`config.mk`:
```
export PLATFORM = sky130hd
export DESIGN_NAME = mux_n_to_1_pipe
export DESIGN_NICKNAME = d
export VERILOG_FILES = /design/src/rtl/mux_pkg.sv /design/src/rtl/mux_skid_stage.sv /design/src/rtl/mux_n_to_1_pipe.sv
export SDC_FILE = /design/constraint.sdc
export NUM_CORES = 1
export LEC_CHECK = 0
export ABC_AREA = 1
export BUFFER_PORTS_ARGS = -buffer_cell sky130_fd_sc_hd__buf_2
export CAP_MARGIN = 20
export CORE_MARGIN = 3
export CORE_UTILIZATION = 48
export DETAILED_ROUTE_END_ITERATION = 16
export PLACE_DENSITY = 0.87
export SLEW_MARGIN = 20
export SYNTH_ARGS = -nofsm -noshare
export SYNTH_HDL_FRONTEND = slang
export SYNTH_SLANG_ARGS = --single-unit
export TNS_END_PERCENT = 30
```
`constraint.sdc`:
```
create_clock -name i_clk -period 3.9 [get_ports i_clk]
set_input_delay 0.78 -clock i_clk [delete_from_list [all_inputs] [get_ports i_clk]]
set_output_delay 0.78 -clock i_clk [all_outputs]
set_load 0.01 [all_outputs]
```
`src/rtl/mux_pkg.sv`:
```
// -----------------------------------------------------------------------------
// mux_pkg
// Shared constants and helpers for the registered N:1 selector.
//   sel_width(n) : select width for an n-channel mux, max(1, clog2(n))
//   DEFAULT_*    : default channel width and channel count
//   ZERO_WORD    : word driven for an out-of-range select
// -----------------------------------------------------------------------------
package mux_pkg;

    localparam int DEFAULT_WIDTH  = 32;
    localparam int DEFAULT_NUM_IN = 7;

    localparam logic [DEFAULT_WIDTH-1:0] ZERO_WORD = '0;

    // A single-channel mux still needs a one-bit select so the port exists.
    function automatic int sel_width(input int n);
        return (n <= 1) ? 1 : $clog2(n);
    endfunction

endpackage

```
`src/rtl/mux_skid_stage.sv`:
```
// -----------------------------------------------------------------------------
// mux_skid_stage
// Generic WIDTH-wide valid/ready pipeline stage with a one-entry skid buffer.
// The main register drives the output; the skid register catches the one beat
// that can arrive while the output is stalled, so in_ready is a pure flop.
//   clk, rst              : clock, synchronous active-high reset
//   in_data/in_valid      : upstream beat
//   in_ready              : stage can accept (registered, = !skid_valid)
//   out_data/out_valid    : registered output beat
//   out_ready             : downstream accepts out_data
// -----------------------------------------------------------------------------
module mux_skid_stage #(
    parameter int WIDTH = 32
) (
    input  logic             clk,
    input  logic             rst,
    input  logic [WIDTH-1:0] in_data,
    input  logic             in_valid,
    output logic             in_ready,
    output logic [WIDTH-1:0] out_data,
    output logic             out_valid,
    input  logic             out_ready
);

    logic [WIDTH-1:0] main_data;
    logic             main_valid;
    logic [WIDTH-1:0] skid_data;
    logic             skid_valid;

    logic in_xfer;
    logic out_xfer;
    logic load_main;
    logic load_skid;

    assign in_xfer  = in_valid && in_ready;
    assign out_xfer = main_valid && out_ready;

    // Skid capture only happens when the main register is full and stalled;
    // in_ready is low whenever the skid is occupied, so a skid refill and a
    // skid drain never coincide.
    assign load_skid = in_xfer && main_valid && !out_xfer;
    assign load_main = (!main_valid || out_xfer) && (skid_valid || in_xfer);

    // NOTE: state registers use non-blocking assignments so every flop samples
    // the pre-edge values of its neighbours regardless of statement order.
    always_ff @(posedge clk) begin
        if (rst) begin
            main_data  <= '0;
            main_valid <= 1'b0;
            skid_valid <= 1'b0;
        end else begin
            if (load_main) begin
                main_data  <= skid_valid ? skid_data : in_data;
                main_valid <= 1'b1;
            end else if (out_xfer) begin
                main_valid <= 1'b0;
            end

            if (load_skid) begin
                skid_valid <= 1'b1;
            end else if (skid_valid && out_xfer) begin
                skid_valid <= 1'b0;
            end
        end
    end

    // NOTE: the skid payload is qualified by skid_valid, so it carries no reset;
    // only control state and the visible output word are reset.
    always_ff @(posedge clk) begin
        if (load_skid) begin
            skid_data <= in_data;
        end
    end

    assign in_ready  = !skid_valid;
    assign out_data  = main_data;
    assign out_valid = main_valid;

endmodule

```
`src/rtl/mux_n_to_1_pipe.sv`:
```
// -----------------------------------------------------------------------------
// mux_n_to_1_pipe
// Registered N:1 word selector with valid/ready handshake and skid buffer.
// An out-of-range select yields ZERO_WORD rather than stale data.
// Optional feature macro: MUX_SEL_ERR_EN
//   defined   : sticky o_sel_err set on an accepted out-of-range select,
//               cleared by i_err_clr (set wins over clear)
//   undefined : o_sel_err tied 0, i_err_clr ignored
// Ports:
//   i_clk, i_rst        : clock, synchronous active-high reset
//   i_data              : NUM_IN packed channels, channel k at [k*WIDTH +: WIDTH]
//   i_sel, i_valid      : channel index and upstream valid
//   o_ready             : block can accept a beat (registered)
//   o_data, o_valid     : registered selected word and its valid
//   i_ready             : downstream accepts o_data
//   o_sel_err, i_err_clr: sticky range error flag and its clear
// -----------------------------------------------------------------------------
module mux_n_to_1_pipe
    import mux_pkg::*;
#(
    parameter int WIDTH  = DEFAULT_WIDTH,
    parameter int NUM_IN = DEFAULT_NUM_IN,
    parameter int SEL_W  = sel_width(NUM_IN)
) (
    input  logic                    i_clk,
    input  logic                    i_rst,
    input  logic [NUM_IN*WIDTH-1:0] i_data,
    input  logic [SEL_W-1:0]        i_sel,
    input  logic                    i_valid,
    output logic                    o_ready,
    output logic [WIDTH-1:0]        o_data,
    output logic                    o_valid,
    input  logic                    i_ready,
    output logic                    o_sel_err,
    input  logic                    i_err_clr
);

    logic [WIDTH-1:0] sel_word;
    logic             sel_in_range;

    // NOTE: both outputs get a default before the loop, so no select value
    // can leave them unassigned and infer a latch.
    always_comb begin
        sel_word     = WIDTH'(ZERO_WORD);
        sel_in_range = 1'b0;
        for (int k = 0; k < NUM_IN; k++) begin
            if (i_sel == k[SEL_W-1:0]) begin
                sel_word     = i_data[k*WIDTH +: WIDTH];
                sel_in_range = 1'b1;
            end
        end
    end

    mux_skid_stage #(
        .WIDTH (WIDTH)
    ) u_stage (
        .clk       (i_clk),
        .rst       (i_rst),
        .in_data   (sel_word),
        .in_valid  (i_valid),
        .in_ready  (o_ready),
        .out_data  (o_data),
        .out_valid (o_valid),
        .out_ready (i_ready)
    );

`ifdef MUX_SEL_ERR_EN
    logic sel_err;

    // Set has priority: an offending beat accepted alongside a clear still flags.
    always_ff @(posedge i_clk) begin
        if (i_rst) begin
            sel_err <= 1'b0;
        end else if (i_valid && o_ready && !sel_in_range) begin
            sel_err <= 1'b1;
        end else if (i_err_clr) begin
            sel_err <= 1'b0;
        end
    end

    assign o_sel_err = sel_err;
`else
    logic unused_err_inputs;
    assign unused_err_inputs = i_err_clr ^ sel_in_range;
    assign o_sel_err         = 1'b0;
`endif

endmodule

```
==> impl_metrics.py <==
metrics = {
    "sta": {
        "setup_slack_ps": 1120,
        "rsz_0062_raised_after_global_routing": "no",
        "timing.slew.headroom": 0.483,
        "hold_viol": 0,
        "final-setup-viol-count": 0,
        "drv_slew": 0,
        "post-route-period-util": 0.713,
        "skew_ps": 8.12,
        "totalNegativeSetupSlack_ps": 0,
        "timing_worst_slew_pin_value_ps": 773,
        "achievable-frequency_mhz": 360,
        "min_clock_period_post_route_ps": 2780,
    },
    "cells_and_area": {
        "register_area_um2": 1640,
        "insertedDiodeCount": 0,
        "drive_gt1_frac": 0.304,
        "layout-area-overhead-vs-synth_pct": 33.9,
        "final_nets": 1217,
        "multi_input_area_um2": 2570,
        "num-fill-cells": 867,
        "final_design_area_excluding_fillers_um2": 6090,
        "post_layout_util": 0.679,
    },
    "clocking": {
        "clk_pin_slew_ps": 70,
        "cts.repair_timing.setup_buffer_count": 0,
        "clock_tree.root_cell": "clkbuf_8",
        "cts_tree": "yes",
        "clock_insertion_delay_worst_skew_ps": 340,
        "clock_tree.htree_level_count": 3,
        "cts_buffer_depth": 2,
        "tritoncts.num_buffers": 9,
        "cts_hold_buffers": 0,
        "ctsResizeCount": 0,
        "cts.sink_count": 66,
    },
    "yosys": {
        "synth_common_cells": "287 x nand2_1, 101 x nor2_1, 70 x nand3_1",
        "synth_largest_type_area_fraction": 0.237,
        "synthesis.yosys.warnings": 0,
        "ys_ff_latch": 66,
        "synthesis.instances": 748,
        "mapped_area_um2": 4550,
        "synthTopCellsByArea": "nand2_1 24%, edfxtp_1 21%, dfxtp_1 15%",
        "synth-edff-count": 32,
        "async_sr_flop_fraction": 0,
        "post-synth-top-area-cell": "nand2_1",
        "yosysMostFrequentCell": "nand2_1",
        "syn_avg_cell_area_um2": 6.08,
        "synth_nets": 980,
        "synthDistinctLibCells": 21,
        "seq_area_frac_synth": 0.361,
        "synth_top_flop_cell": "dfxtp_1",
    },
    "floorplan": {
        "io-pin-count": 267,
        "die_w_um": 103,
        "fp.coreArea_um2": 8980,
        "die_area_um2": 10700,
        "start_util": 0.507,
        "core.rowCount": 34,
        "chip_height_um": 103,
    },
    "pwr": {
        "powerDensity_nw_per_um2": 290,
        "irDropWorstVdd_mv": 0.168,
        "leakage_nw": 3.33,
    },
    "drt": {
        "routedWlPerCell_um": 13.7,
        "detail_route.wirelength_mm": 15.2,
        "remaining_drc_errors": 0,
        "postRouteAntennaNets": 0,
        "drtPass1Iterations": 5,
        "num_vias": 5562,
        "detail_route.vias_per_cell": 4.98,
        "drt_iter0_drc": 346,
    },
    "worst_setup_path": {
        "timing_worst_setup_path_type": "in -> reg",
        "required_ps": 4170,
        "critPathBufInv": 3,
        "endpoint_kind": "flip-flop",
        "timing.critical_path.mode_cell": "nand2_1",
        "worst_setup_path_start_kind": "input pin",
        "crit_cells": 11,
        "crit_chain": "buf_2 -> inv_2 -> nand3_1 -> buf_4 -> o21ai_0 -> nor2_1 -> nand2_1 -> nand2_1 -> nand3_1 -> nand2_1 -> a21oi_1",
        "crit_path_end": "u_stage.out_data[13]$_SDFFE_PP0P_",
        "path_max_fanout": 39,
        "worst_path_max_delay_cell": "inv_2",
        "worst_r2r_startpoint": "u_stage.out_valid$_SDFFE_PP0P_",
        "timing.rr.end": "u_stage.skid_data[2]$_DFFE_PP_",
        "critical_path.startpoint": "i_sel[1]",
        "worst_ep_arrival_time_ps": 3050,
        "r2r_slack_ps": 2040,
        "slowest_delay_ps": 510,
        "cp_top_family": "buffers and inverters",
        "worst_r2r_path_depth": 5,
    },
    "place": {
        "dpl_worst_slack_ps": 838,
        "detailedPlacementHpwl_mm": 11.7,
        "port_buffers": 264,
        "place_area_um2": 5920,
        "gp_congestion": 0.890,
    },
    "global_routing": {
        "grtUsageTotal": 0.272,
        "globalRouteOverflowTotal": 0,
        "grt_max_degree": 66,
        "global_route_wire_length_before_repair_mm": 22.8,
        "first_global_vias": 4934,
        "antenna_found_initial": 0,
    },
    "hold_path": {
        "min-delay-start": "u_stage.out_data[10]$_SDFFE_PP0P_",
        "holdCritPathClass": "reg -> reg",
    },
    "status": {
        "run_status": "completed",
    },
    "job": {
        "cap_violations": 0,
    },
}
[layout by cell type (no fill, tap or decap), drive strengths merged, types with 13 or more instances in the layout]
master	count
a21oi	64
buf	274
clkbuf	13
dfxtp	34
edfxtp	32
inv	41
nand2	287
nand3	70
nor2	102
o21ai	31
or2	32
[registers in the layout (all words and copies together) (netlist names)]
register,flops
u_stage.out_data,32
u_stage.skid_data,32
u_stage.skid_valid,1
u_stage.out_valid,1
[per-stage QoR]
stage               cells  hold WS [ps]  power [mW]
floorplan             748           453        1.06
global placement     1100           449        1.26
detailed placement   1100           452        1.27
CTS                  1116           462        1.77
global route         1116           478        1.88
finish               1116           463        1.77
[logic make-up (layout without fill, tap and decap cells)]
| logic type | Yosys count | count (layout) | synth area share |
|---|---|---|---|
| and+or+nand+nor | 495 | 495 | 0.451 |
| DFF | 66 | 66 | 0.361 |
| AOI/OAI and AO/OA | 97 | 97 | 0.108 |
| other | 1 | 1 | 0.000825 |
| buffers and inverters | 89 | 331 | 0.0792 |
[worst register-to-register path, delay by kind of cell, from the launching register on]
kind / cells / cell delay (ps)
buffers and inverters: 3 / 950
DFF: 1 / 340
and+or+nand+nor: 2 / 250
[layout make-up]
cell class                      count  share of cell area
Clock buffer                       13              0.0261
Inverter                           41              0.0253
Sequential cell                    66               0.269
Multi-Input combinational cell    593               0.422
Tap cell                          126              0.0259
Timing Repair Buffer              274               0.229
Clock inverter                      3             0.00246
[layer usage]
metal,share of wire,routed length [um],GRT usage
met4,0.025,378,0.0847
met2,0.50,7610,0.468
met3,0.079,1210,0.0550
met1,0.40,6050,0.344
met5,0,0,0
[worst min-delay path by stage]
stage	endpoint	slack [ps]	cells past startpoint
global placement	u_stage.out_data[1]$_SDFFE_PP0P_	450	2
finish	u_stage.out_data[10]$_SDFFE_PP0P_	460	2
global route	u_stage.out_data[23]$_SDFFE_PP0P_	480	2
detailed placement	u_stage.out_data[10]$_SDFFE_PP0P_	450	2
floorplan	u_stage.skid_valid$_SDFFE_PP0P_	450	2
CTS	u_stage.out_data[10]$_SDFFE_PP0P_	460	2
[power breakdown]
group,internal [mW],leakage (nW),switching [mW]
clock network,0.263,0.0932,0.253
logic,0.196,2.66,0.268
registers,0.774,0.572,0.0163
(Power assumes the default switching activity.)
